<file path="src/rtl/fifo_drain_arbiter.sv">
// Round-robin drain of NCH channel FIFOs into one tagged output stream.
// Optional FIFO_ARB_PRIO0_EN: channel 0 gets strict priority over the others.
module fifo_drain_arbiter #(
    parameter int NCH    = 4,
    parameter int LOGNCH = 2,
    parameter int WIDTH  = 4
) (
    input  logic                 clk,
    input  logic                 reset,
    input  logic [NCH-1:0]       ch_en,
    input  logic [NCH-1:0]       fifo_empty,
    input  logic [NCH-1:0]       fifo_ovf,
    input  logic [NCH*WIDTH-1:0] fifo_dout,
    output logic [NCH-1:0]       fifo_rd,
    output logic                 out_valid,
    input  logic                 out_ready,
    output logic [WIDTH-1:0]     out_data,
    output logic [LOGNCH-1:0]    out_chan,
    output logic                 out_ovf,
    output logic [NCH-1:0]       ovf_sticky,
    input  logic [NCH-1:0]       ovf_clr
);

`ifdef FIFO_ARB_PRIO0_EN
    localparam logic PRIO0 = 1'b1;
`else
    localparam logic PRIO0 = 1'b0;
`endif

    typedef enum logic {
        EMPTY = 1'b0,
        FULL  = 1'b1
    } state_t;

    state_t              state;
    logic [LOGNCH-1:0]   rr_ptr;
    logic [NCH-1:0]      req;
    logic [NCH-1:0]      grant;
    logic [LOGNCH-1:0]   g;
    logic [LOGNCH-1:0]   idx;
    logic [LOGNCH-1:0]   next_ptr;
    logic                found;
    logic                load;
    int                  s;

    // An overflowed FIFO has wrapped pointers, so drain it even if empty.
    assign req       = ch_en & (~fifo_empty | fifo_ovf);
    assign out_valid = (state == FULL);
    assign load      = (|req) & (~out_valid | out_ready);
    assign fifo_rd   = (load && !reset) ? grant : '0;
    assign next_ptr  = (g == LOGNCH'(NCH - 1)) ? '0 : g + 1'b1;

    always_comb begin
        grant = '0;
        g     = '0;
        found = 1'b0;
        s     = 0;
        idx   = '0;
        if (PRIO0 && req[0]) begin
            grant[0] = 1'b1;
            found    = 1'b1;
        end
        for (int k = 0; k < NCH; k++) begin
            s = int'(rr_ptr) + k;
            if (s >= NCH)
                s = s - NCH;
            idx = s[LOGNCH-1:0];
            if (!found && req[idx] && (!PRIO0 || idx != '0)) begin
                grant[idx] = 1'b1;
                g          = idx;
                found      = 1'b1;
            end
        end
    end

    always_ff @(posedge clk or posedge reset) begin
        if (reset) begin
            state      <= EMPTY;
            out_data   <= '0;
            out_chan   <= '0;
            out_ovf    <= 1'b0;
            rr_ptr     <= '0;
            ovf_sticky <= '0;
        end else begin
            // Set wins over a simultaneous clear.
            ovf_sticky <= (ovf_sticky & ~ovf_clr) | fifo_ovf;
            if (load) begin
                out_data <= fifo_dout[int'(g)*WIDTH +: WIDTH];
                out_chan <= g;
                out_ovf  <= fifo_ovf[g];
                if (!(PRIO0 && req[0]))
                    rr_ptr <= next_ptr;
            end
            case (state)
                EMPTY: if (load) state <= FULL;
                FULL:  if (out_ready && !load) state <= EMPTY;
                default: state <= EMPTY;
            endcase
        end
    end

endmodule

</file>
<file path="config.mk">
export PLATFORM = sky130hd
export DESIGN_NAME = fifo_drain_arbiter
export DESIGN_NICKNAME = d
export VERILOG_FILES = /design/src/rtl/fifo_drain_arbiter.sv
export SDC_FILE = /design/constraint.sdc
export NUM_CORES = 1
export LEC_CHECK = 0
export BUFFER_PORTS_ARGS = -buffer_cell sky130_fd_sc_hd__buf_2
export CAP_MARGIN = 10
export CELL_PAD_IN_SITES_DETAIL_PLACEMENT = 1
export CELL_PAD_IN_SITES_GLOBAL_PLACEMENT = 2
export CORE_MARGIN = 2
export CORE_UTILIZATION = 25
export DETAILED_ROUTE_END_ITERATION = 8
export PLACE_DENSITY_LB_ADDON = 0.05
export SKIP_CTS_REPAIR_TIMING = 1
export SLEW_MARGIN = 10
export SYNTH_ARGS = -nofsm -noshare
export SYNTH_HDL_FRONTEND = slang
export SYNTH_SLANG_ARGS = --single-unit
</file>
<file path="constraint.sdc">
create_clock -name clk -period 2.65 [get_ports clk]
set_input_delay 0.3975 -clock clk [delete_from_list [all_inputs] [get_ports clk]]
set_output_delay 0.3975 -clock clk [all_outputs]
set_load 0.1 [all_outputs]
</file>
==> results.yml <==
die:
  die_area_sq_um: 5880
  core_area_sq_um: 5110
  io_pins: 51
  fp.dieH_um: 76.7
  initial_core_util_pct: 25.9
  die_width_um: 76.7
  rows: 26
timing:
  max_freq_mhz: 354
  setup_viol: 9
  relSlewSlack_pct: 67.1
  max_slew.worst_pin.slew_ns: 0.497
  period_minus_slack_ns: 2.82
  fin_tns_setup_ns: -0.735
  period_share_pct: 107
  skew_ns: 0.00461
  slew_viol_final: 0
  rsz0062_at_grt: "yes"
  layout_setup_ws_ns: -0.175
  hold_viol: 0
pwr:
  power_mw: 2.85
  irDropWorstVdd_uv: 698
  p_leak_nw: 0.995
  powerDensity_nw_per_um2: 1360
yosys:
  yosys-top-cells-area: "dfrtp_1 27%, mux2i_1 8.3%, ha_1 7.6%"
  synth_top_area_cell: "dfrtp_1"
  ys.warnings.count: 0
  synthTopCellsByCount: "15 x nor2_1, 14 x dfrtp_1, 11 x mux2i_1"
  netlist.area_leader.share_pct: 26.5
  syn_inst: 138
  yosysMostFrequentCell: "nor2_1"
  ys.flop_type: "dfrtp_1"
  synth_seq_cells: 14
  synth_edf_count: 0
  synth_area_sq_um: 1320
  ys_types: 44
  async_flop_share_pct: 100
  syn_nets: 181
  avgSynthCellArea_sq_um: 9.57
  ys_seq_area_share_pct: 26.5
worst_hold_path:
  hp-class: "in2async"
clock_tree:
  clk_path_buf_depth: 2
  path_clk_slew_ns: 0.06
  cts_tree: "done"
  cts_sinks: 14
  cts_root_buffer: "clkbuf_8"
  cts_inserted_buffers: 3
  h-tree-depth: 1
  clk_latency_ns: 0.24
run_status:
  outcome: "complete, but fails checks"
  violations: "negative setup slack"
place:
  port_buffers: 50
  place_hpwl_um: 3530
  gp_congestion: 0.837
  postPlaceCellArea_sq_um: 1960
  dp_slack_ns: -0.156
  dp_cells: 281
critical_path:
  crit_buf_inv: 3
  slowest_delay_ns: 0.41
  worstSetupStartpoint: "rr_ptr[0]"
  path_delay_family: "buffers and inverters"
  critical_path.max_fanout: 8
  required_ns: 2.25
  cp_cell_sequence: "clkinvlp_4 -> ha_4 -> mux4_2 -> nor2_4 -> a22oi_1 -> nor2_1 -> a221oi_2 -> buf_4 -> nor2_4 -> buf_12"
  start_kind: "register"
  critical_path_class: "reg2out"
  crit_path_end_kind: "output pin"
  cpMostUsedCell: "nor2_4"
  r2r_start: "rr_ptr[0]"
  crit_slowest_cell: "mux4_2"
  worst_ep_arrival_time_ns: 2.43
detailed_routing:
  drt_wl_total_um: 4310
  antenna_left: 0
  drt_iter0_drc: 31
  avgRoutedWirePerCell_um: 14.9
  num_vias: 1365
  drtPass1Iterations: 4
  viasPerCell: 4.72
  drc: 0
run:
  drv_cap: 0
finish:
  finalInstanceArea_sq_um: 2090
  layout-drive-gt1-share_pct: 53.0
  fillCellCount: 619
  syn_to_final_growth_pct: 58.3
  antenna_cells: 0
  stdcell_count: 289
  nNetsFinal: 264
grt:
  grt_max_degree: 15
  grt_pass1_vias: 1559
  antenna_found_initial: 0
  grt.overflow.total: 0
  track_usage_pct: 15.3
  grt_pass1_wl_um: 7420
## state kept, by name (all words and copies together), names as in the netlist
register,cells
out_chan,2
out_data,4
out_ovf,1
out_valid,1
ovf_sticky,4
rr_ptr,2
## kinds of logic after synthesis
logic type               after synthesis  share of synthesized area (%)
AO/OA/AOI/OAI                         36                           21.8
XOR/XNOR                               1                          0.663
adder cells (fa/ha/maj)                8                           7.58
buffers and inverters                 14                           6.15
flip-flops                            14                           26.5
multiplexers                          15                           14.6
AND/OR/NAND/NOR                       50                           22.7
## worst register-to-register path, cell delays in order (launching register included)
cell	delay, ns
dfrtp_1	0.40
clkinvlp_4	0.14
ha_4	0.34
mux4_2	0.41
buf_4	0.19
o211ai_1	0.16
o21a_2	0.23
buf_12	0.14
mux2i_1	0.18
nor2_1	0.06
a221o_2	0.33
## metal layers
layer	GRT usage [%]	vias to the layer above	part of all wire [%]	routed length, um
li1	-	679	-	-
met1	18.1	654	41	1770
met2	28.5	28	54	2350
met3	2.47	4	3.5	151
met4	3.64	0	0.84	36
met5	0	-	0	0
## through the flow
stage / hold slack, ns / utilization [%]
floorplan: 0.295 / -
global placement: 0.457 / 38.5
detailed placement: 0.464 / 38.5
CTS: 0.231 / 39.3
global route: 0.239 / 41.0
finish: 0.216 / 41.0
## layout make-up
class / instances / area [sq um] / area share, %
clock buffer: 3 / 41.3 / 1.97
inverter: 8 / 33.8 / 1.61
multi-input combinational: 110 / 971 / 46.4
sequential: 14 / 350 / 16.7
tap: 70 / 87.6 / 4.19
timing repair buffer: 84 / 608 / 29.1
## final timing paths
check | end | slack, ns | depth (start not counted)
setup / recovery | fifo_rd[3] | -0.17 | 10
max in group asynchronous | out_data[2] | 2.26 | 3
setup reg to reg | out_data[2] | -0.05 | 10
min in group clk | ovf_sticky[1] | 0.42 | 3
hold reg to reg | ovf_sticky[0] | 0.47 | 1
hold / removal | out_chan[1] | 0.22 | 3
## power breakdown
group,switching (mW),internal (mW)
registers,0.0462,0.289
logic,1.35,0.995
clock network,0.0735,0.100
total,1.47,1.38
## cell usage in the layout (no fill, tap or decap), types with 4 or more instances in the layout
| cell | n |
|---|---|
| a221oi_2 | 4 |
| mux2i_1 | 11 |
| dfrtp_1 | 14 |
| nor2_1 | 10 |
| ha_1 | 7 |
| a22oi_1 | 4 |
| buf_12 | 6 |
| nand2_1 | 8 |
| nand3_1 | 5 |
| buf_2 | 46 |
| inv_1 | 7 |
| nor2_4 | 5 |
| buf_4 | 31 |
| nor2b_1 | 4 |
| a21o_1 | 4 |
Note: power is estimated with default switching activity, not from simulation.
